### src/rtl/motor_home_seq_if.sv
// Command/driver-side signal bundle for the homing sequencer.
// slave  : the sequencer (takes start/abort/sensors, drives the motor side)
// master : the command FSM / bench that drives requests and watches status
interface motor_home_seq_if;
  logic        home_start;
  logic        home_abort;
  logic [2:0]  sensor;
  logic        motor_en;
  logic        motor_dir;
  logic        step;
  logic        busy;
  logic        home_done;
  logic        home_fault;
  logic [15:0] step_cnt;

  modport slave (
    input  home_start, home_abort, sensor,
    output motor_en, motor_dir, step, busy, home_done, home_fault, step_cnt
  );

  modport master (
    output home_start, home_abort, sensor,
    input  motor_en, motor_dir, step, busy, home_done, home_fault, step_cnt
  );
endinterface

### src/rtl/motor_home_seq.sv
// Homing sequencer for one stepper axis: probes the end/centre sensors,
// steps toward centre, debounces the centre hit, settles, then reports done.
// Optional build macro HOME_DIR_MEMORY_EN: a no-sensor probe reuses the
// direction of the last step issued in the previous attempt (else left).
module motor_home_seq #(
  parameter int STEP_DIV      = 50000,
  parameter int DEB_CYCLES    = 1000,
  parameter int TIMEOUT_STEPS = 20000,
  parameter int SETTLE_CYCLES = 5000
) (
  input  logic           sys_clk,
  input  logic           sys_rst_n,
  motor_home_seq_if.slave hs
);
  localparam int DIV_W = $clog2(STEP_DIV + 1);
  localparam int DEB_W = $clog2(DEB_CYCLES + 1);
  localparam int SET_W = $clog2(SETTLE_CYCLES + 1);
  localparam logic [DIV_W-1:0] DIV_LAST = DIV_W'(STEP_DIV - 1);
  localparam logic [DEB_W-1:0] DEB_LAST = DEB_W'(DEB_CYCLES - 1);
  localparam logic [SET_W-1:0] SET_LAST = SET_W'(SETTLE_CYCLES - 1);
  localparam logic [15:0]      TMO      = 16'(TIMEOUT_STEPS);

  typedef enum logic [2:0] {
    S_IDLE, S_PROBE, S_SEEK, S_DEB, S_SETTLE, S_DONE, S_FAULT
  } state_t;

  state_t           state_q, state_d;
  logic [2:0]       sens_s1_q, sens_s2_q;
  logic             start_q;
  logic             dir_q, dir_d;
  logic             rev_q, rev_d;
  logic             step_q, step_d;
  logic [DIV_W-1:0] div_q, div_d;
  logic [DEB_W-1:0] deb_q, deb_d;
  logic [SET_W-1:0] set_q, set_d;
  logic [15:0]      cnt_q, cnt_d;
  logic             start_edge, l_hit, c_hit, r_hit, end_hit, probe_dir;

  assign l_hit      = sens_s2_q[0];
  assign c_hit      = sens_s2_q[1];
  assign r_hit      = sens_s2_q[2];
  // only the end sensor ahead of the carriage matters
  assign end_hit    = dir_q ? r_hit : l_hit;
  assign start_edge = hs.home_start & ~start_q;

`ifdef HOME_DIR_MEMORY_EN
  logic last_dir_q;
  assign probe_dir = last_dir_q;

  // remember the direction of every step actually issued; survives attempts
  always_ff @(posedge sys_clk or negedge sys_rst_n) begin
    if (!sys_rst_n)                                   last_dir_q <= 1'b0;
    else if (state_q == S_SEEK && step_d && !step_q)  last_dir_q <= dir_q;
  end
`else
  assign probe_dir = 1'b0;
`endif

  // sensor synchronizer, start edge detector and all sequencer state
  always_ff @(posedge sys_clk or negedge sys_rst_n) begin
    if (!sys_rst_n) begin
      sens_s1_q <= '0;
      sens_s2_q <= '0;
      start_q   <= 1'b0;
      state_q   <= S_IDLE;
      dir_q     <= 1'b0;
      rev_q     <= 1'b0;
      step_q    <= 1'b0;
      div_q     <= '0;
      deb_q     <= '0;
      set_q     <= '0;
      cnt_q     <= '0;
    end else begin
      sens_s1_q <= hs.sensor;
      sens_s2_q <= sens_s1_q;
      start_q   <= hs.home_start;
      state_q   <= state_d;
      dir_q     <= dir_d;
      rev_q     <= rev_d;
      step_q    <= step_d;
      div_q     <= div_d;
      deb_q     <= deb_d;
      set_q     <= set_d;
      cnt_q     <= cnt_d;
    end
  end

  // next-state: step/divider/debounce/settle counters default to cleared
  always_comb begin
    state_d = state_q;
    dir_d   = dir_q;
    rev_d   = rev_q;
    step_d  = 1'b0;
    div_d   = '0;
    deb_d   = '0;
    set_d   = '0;
    cnt_d   = cnt_q;
    case (state_q)
      S_IDLE, S_DONE, S_FAULT: if (start_edge) state_d = S_PROBE;
      S_PROBE: begin
        cnt_d = '0;
        rev_d = 1'b0;
        if (c_hit)               state_d = S_SETTLE;
        else if (l_hit && r_hit) state_d = S_FAULT;
        else begin
          state_d = S_SEEK;
          if (l_hit)      dir_d = 1'b1;
          else if (r_hit) dir_d = 1'b0;
          else            dir_d = probe_dir;
        end
      end
      S_SEEK: begin
        step_d = step_q;
        div_d  = div_q;
        if (c_hit) begin
          state_d = S_DEB;
          step_d  = 1'b0;
          div_d   = '0;
          deb_d   = DEB_W'(1);  // the detecting cycle is the first high one
        end else if (cnt_q == TMO) begin
          state_d = S_FAULT;
          step_d  = 1'b0;
        end else if (end_hit) begin
          if (rev_q) begin
            state_d = S_FAULT;
            step_d  = 1'b0;
          end else begin
            dir_d = ~dir_q;
            rev_d = 1'b1;
            div_d = '0;
          end
        end else if (div_q == DIV_LAST) begin
          div_d  = '0;
          step_d = ~step_q;
          if (!step_q && cnt_q != 16'hFFFF) cnt_d = cnt_q + 16'd1;
        end else begin
          div_d = div_q + DIV_W'(1);
        end
      end
      S_DEB: begin
        if (!c_hit)                state_d = S_SEEK;
        else if (deb_q >= DEB_LAST) state_d = S_SETTLE;
        else                       deb_d = deb_q + DEB_W'(1);
      end
      S_SETTLE: begin
        if (set_q == SET_LAST) state_d = S_DONE;
        else                   set_d = set_q + SET_W'(1);
      end
      default: state_d = S_IDLE;
    endcase
    // abort wins over everything, including a same-cycle start edge
    if (hs.home_abort) begin
      state_d = S_IDLE;
      step_d  = 1'b0;
      rev_d   = 1'b0;
      div_d   = '0;
      deb_d   = '0;
      set_d   = '0;
      cnt_d   = '0;
    end
  end

  assign hs.step       = step_q;
  assign hs.motor_dir  = dir_q;
  assign hs.step_cnt   = cnt_q;
  assign hs.motor_en   = (state_q == S_SEEK) || (state_q == S_DEB) || (state_q == S_SETTLE);
  assign hs.busy       = hs.motor_en || (state_q == S_PROBE);
  assign hs.home_done  = (state_q == S_DONE);
  assign hs.home_fault = (state_q == S_FAULT);
endmodule

### src/flat_wrapper.sv
// flat-port wrapper written by rule: the top's interface ports become plain ports
module motor_home_seq_flat 
#(
  parameter int STEP_DIV      = 50000,
  parameter int DEB_CYCLES    = 1000,
  parameter int TIMEOUT_STEPS = 20000,
  parameter int SETTLE_CYCLES = 5000
)
  (sys_clk, sys_rst_n, hs_home_start, hs_home_abort, hs_sensor, hs_motor_en, hs_motor_dir, hs_step, hs_busy, hs_home_done, hs_home_fault, hs_step_cnt);
  motor_home_seq_if hs_i ();
  input  logic sys_clk;
  input  logic sys_rst_n;
  input wire logic [$bits(hs_i.home_start)-1:0] hs_home_start;
  input wire logic [$bits(hs_i.home_abort)-1:0] hs_home_abort;
  input wire logic [$bits(hs_i.sensor)-1:0] hs_sensor;
  output wire logic [$bits(hs_i.motor_en)-1:0] hs_motor_en;
  output wire logic [$bits(hs_i.motor_dir)-1:0] hs_motor_dir;
  output wire logic [$bits(hs_i.step)-1:0] hs_step;
  output wire logic [$bits(hs_i.busy)-1:0] hs_busy;
  output wire logic [$bits(hs_i.home_done)-1:0] hs_home_done;
  output wire logic [$bits(hs_i.home_fault)-1:0] hs_home_fault;
  output wire logic [$bits(hs_i.step_cnt)-1:0] hs_step_cnt;
  assign hs_i.home_start = hs_home_start;
  assign hs_i.home_abort = hs_home_abort;
  assign hs_i.sensor = hs_sensor;
  assign hs_motor_en = hs_i.motor_en;
  assign hs_motor_dir = hs_i.motor_dir;
  assign hs_step = hs_i.step;
  assign hs_busy = hs_i.busy;
  assign hs_home_done = hs_i.home_done;
  assign hs_home_fault = hs_i.home_fault;
  assign hs_step_cnt = hs_i.step_cnt;
  motor_home_seq #(.STEP_DIV(STEP_DIV), .DEB_CYCLES(DEB_CYCLES), .TIMEOUT_STEPS(TIMEOUT_STEPS), .SETTLE_CYCLES(SETTLE_CYCLES)) u_core (.sys_clk(sys_clk), .sys_rst_n(sys_rst_n), .hs(hs_i));
endmodule
### config.mk
export PLATFORM = sky130hd
export DESIGN_NAME = motor_home_seq_flat
export DESIGN_NICKNAME = d
export VERILOG_FILES = /design/src/rtl/motor_home_seq_if.sv /design/src/rtl/motor_home_seq.sv /design/src/flat_wrapper.sv
export SDC_FILE = /design/constraint.sdc
export NUM_CORES = 1
export LEC_CHECK = 0
export CORE_ASPECT_RATIO = 0.6
export CORE_MARGIN = 1
export CORE_UTILIZATION = 52
export CTS_CLUSTER_DIAMETER = 60
export DETAILED_ROUTE_END_ITERATION = 10
export PLACE_DENSITY_LB_ADDON = 0.12
export SETUP_SLACK_MARGIN = 0.5
export SYNTH_ARGS = -nofsm -noshare
export SYNTH_HDL_FRONTEND = slang
export SYNTH_SLANG_ARGS = --single-unit
export TNS_END_PERCENT = 1
### constraint.sdc
create_clock -name sys_clk -period 2.4 [get_ports sys_clk]
set_clock_uncertainty 0.2 [all_clocks]
set_input_delay 0.36 -clock sys_clk [delete_from_list [all_inputs] [get_ports sys_clk]]
set_output_delay 0.36 -clock sys_clk [all_outputs]
set_load 0.02 [all_outputs]
==> results.yml <==
drt:
  drc: 0
  ant_nets: 0
  routedWlPerCell_um: 17.2
  routed_wl_um: 9650
  num_vias: 3335
  drtPass1Iterations: 5
  drt_iter0_markers: 292
  routed_via_density: 5.93
floorplanning:
  initial_utilization_pct: 54.0
  fp.dieW_um: 109
  die_h_um: 66.5
  die_area_um2: 7280
  core_um2: 6680
  row_count: 23
  ios: 29
logic_synthesis:
  synth_nets: 401
  ys_warn_count: 0
  syn-cell-area_um2: 3600
  yosysSeqAreaShare_pct: 47.2
  syn_inst: 389
  yosysTopAreaCell: "dfrtp_1"
  yosys-top-cells-area: "dfrtp_1, o21ai_0, nor2_1, nand2_1, nand3_1"
  synth_top_cell_area_share_pct: 47.2
  synth_seq_cells: 68
  syn_area_per_cell_um2: 9.26
  synth_flop_cell: "dfrtp_1"
  async_reset_ff_share_pct: 100
  synth_cell_types: 54
  synth_edf_count: 0
timing:
  finalHoldViolations: 0
  timing.hold.ws_ns: 0.143
  tightest_slew_ns: 0.487
  fin_crit_sh_pct: 99.0
  finalWorstPathRequiredPeriod_ns: 2.38
  relSlewSlack_pct: 67.1
  fin_setup_tns_ns: 0
  rsz0062_at_grt: "true"
  fmax_mhz: 421
  worst_slack_ns: 0.0240
  setup_viol: 0
  drv_slew: 0
cts:
  worstSkewPairLatency_ns: 0.34
  root_buffer: "clkbuf_16"
  cts_tree: "built"
  clk_pin_slew_ns: 0.06
  htreeDepth: 3
  clk_path_buf_depth: 2
  numCtsBuffers: 9
  clkSinkCount: 68
setup_path:
  cp_top_family: "simple AND/OR/NAND/NOR gates"
  required_ns: 2.48
  crit_slowest_cell: "or4_4"
  endpoint_kind: "register"
  critPathLaunchType: "register"
  path_class: "reg -> reg"
  path_cells: "inv_2 -> ha_2 -> nor3b_2 -> and4_1 -> a311oi_2 -> a31oi_2 -> buf_6 -> buf_12 -> or4_4 -> nand2_2"
  max_stage_delay_ns: 0.41
  worstPathMaxFanout: 5
  path_buf_inv: 3
  critPathArrivalTime_ns: 2.46
run:
  cap_viol_max_count: 0
placement:
  dp_slack_ns: -0.231
  dp_hpwl_um: 6640
  placed_area_um2: 4270
  numPortBuffers: 28
  gp_congestion: 0.891
final_layout:
  nNetsFinal: 483
  drive_gt1_share_pct: 23.8
  multiInputGateArea_um2: 1920
  area_growth_pct: 33.9
  final_cell_area_um2: 4820
  final_util_pct: 72.2
  diodes: 0
  fill_cells: 494
  register_area_um2: 1710
power_and_ir_drop:
  p_per_area_nw_per_um2: 735
  power_frac_comb_pct: 26.3
  p_int_uw: 2460
  p_sw_uw: 1080
  pwr-share-clk_pct: 38.8
  swShare_pct: 30.6
  leakagePower_uw: 0.00226
  pwr-share-seq_pct: 34.9
  ir_drop_uv: 467
global_routing:
  antenna_found_initial: 0
  overflow: 0
  first_global_vias: 3107
  grt_use_total_pct: 29.1
  grt_pass1_wl_um: 15400
  grt_max_degree: 40
run_status:
  outcome: "finished clean"
hold_path:
  hold_path.class: "reg -> reg"
## cells by family (layout without fill, tap and decap cells)
kind of cell             after synthesis  count (layout)  synth area share (%)
AO/OA/AOI/OAI                         90              90                  15.2
XOR/XNOR                              21              21                  5.11
multiplexers                           3               3                 0.868
adder cells (fa/ha/maj)                5               5                  1.74
AND/OR/NAND/NOR                      178             178                  27.2
flip-flops                            68              68                  47.2
buffers and inverters                 24             110                  2.71
## metrics by stage
stage | instances | total power (uW)
after detailed placement | 535 | 2120
after global routing | 562 | 3680
final | 562 | 3540
after global placement | 535 | 2090
after CTS | 559 | 3490
after floorplan | 389 | 1750
## state kept, by name, indices dropped and copies added (netlist names)
name and flops:
u_core.rev_q 1, u_core.start_q 1, u_core.deb_q 10, u_core.div_q 16
u_core.hs.step 1, u_core.sens_s2_q 3, u_core.sens_s1_q 3, u_core.set_q 13
u_core.state_q 3, u_core.hs.motor_dir 1, u_core.hs.step_cnt 16
## layout by cell type (no fill, tap or decap), types with 3 or more instances in the layout
cell type,instances
xnor2_1,9
nand3_1,22
nor2_1,35
dfrtp_2,6
dfrtp_1,62
inv_1,10
a21oi_1,16
ha_1,3
clkbuf_8,3
nand2_1,33
o211ai_1,3
nor3b_1,3
a31oi_1,4
dlymetal6s2s_1,14
clkbuf_16,9
and4_1,4
o21ai_1,9
nand2b_1,5
o21ai_0,31
xor2_1,12
a21oi_2,4
and2_1,4
or3_1,8
and3_1,14
clkdlybuf4s50_1,9
nor2b_1,4
o31ai_1,9
nand3_2,3
nor2_2,4
buf_4,52
nand4_1,11
## repair_timing
action | 4_1_cts | 5_1_grt
setup buffers | 8 | 3
setup endpoints to repair | 59 | 61
cloned | 0 | 0
hold endpoints to repair | 68 | 0
pin swaps | 8 | 12
hold buffers | 1 | 0
resized for setup | 12 | 47
## power by group through the flow
stage          registers [uW]  logic [uW]  clock network (uW)
2_1_floorplan            1260         487                   0
3_3_place_gp             1250         834                   0
3_5_place_dp             1250         863                   0
4_1_cts                  1230         862                1390
5_1_grt                  1240        1000                1440
6_report                 1240         933                1370
## final cells by class
| type | instances | area share (%) |
|---|---|---|
| multi-input cells | 297 | 39.7 |
| flip-flops and latches | 68 | 35.4 |
| repair buffers | 83 | 15.2 |
| clock buffers | 12 | 5.53 |
| well taps | 87 | 2.26 |
| clock inverters | 3 | 0.934 |
| inverters | 12 | 0.934 |
## metal layers
layer | part of all wire, % | track usage, %
met5 | 0 | 0
met4 | 1.2 | 8.67
met1 | 49 | 42.1
met3 | 7.3 | 9.69
met2 | 43 | 41.0
## path summary, 6_finish.rpt
check,to,depth (start not counted),start,slack (ns)
worst max-delay path,u_core.hs.step_cnt[6],10,u_core.hs.step_cnt[0],0.02
worst min-delay path,u_core.sens_s2_q[2],0,u_core.sens_s1_q[2],0.14
worst max register to register,u_core.hs.step_cnt[6],10,u_core.hs.step_cnt[0],0.02
worst min register to register,u_core.sens_s2_q[2],0,u_core.sens_s1_q[2],0.14
max in group asynchronous,u_core.div_q[12],3,sys_rst_n,1.20
min in group asynchronous,u_core.hs.step_cnt[8],3,sys_rst_n,0.37
## synthesized netlist by cell type (6+ instances only)
master	count
dfrtp_1	68
and3_1	15
o21ai_1	6
o21ai_0	34
o31ai_1	9
xnor2_1	9
xor2_1	12
or3_1	9
inv_1	12
nand4_1	11
clkbuf_1	7
nand3_1	25
nor2_1	39
a21oi_1	20
nand2_1	34
Note: power is estimated with default switching activity, not from simulation.
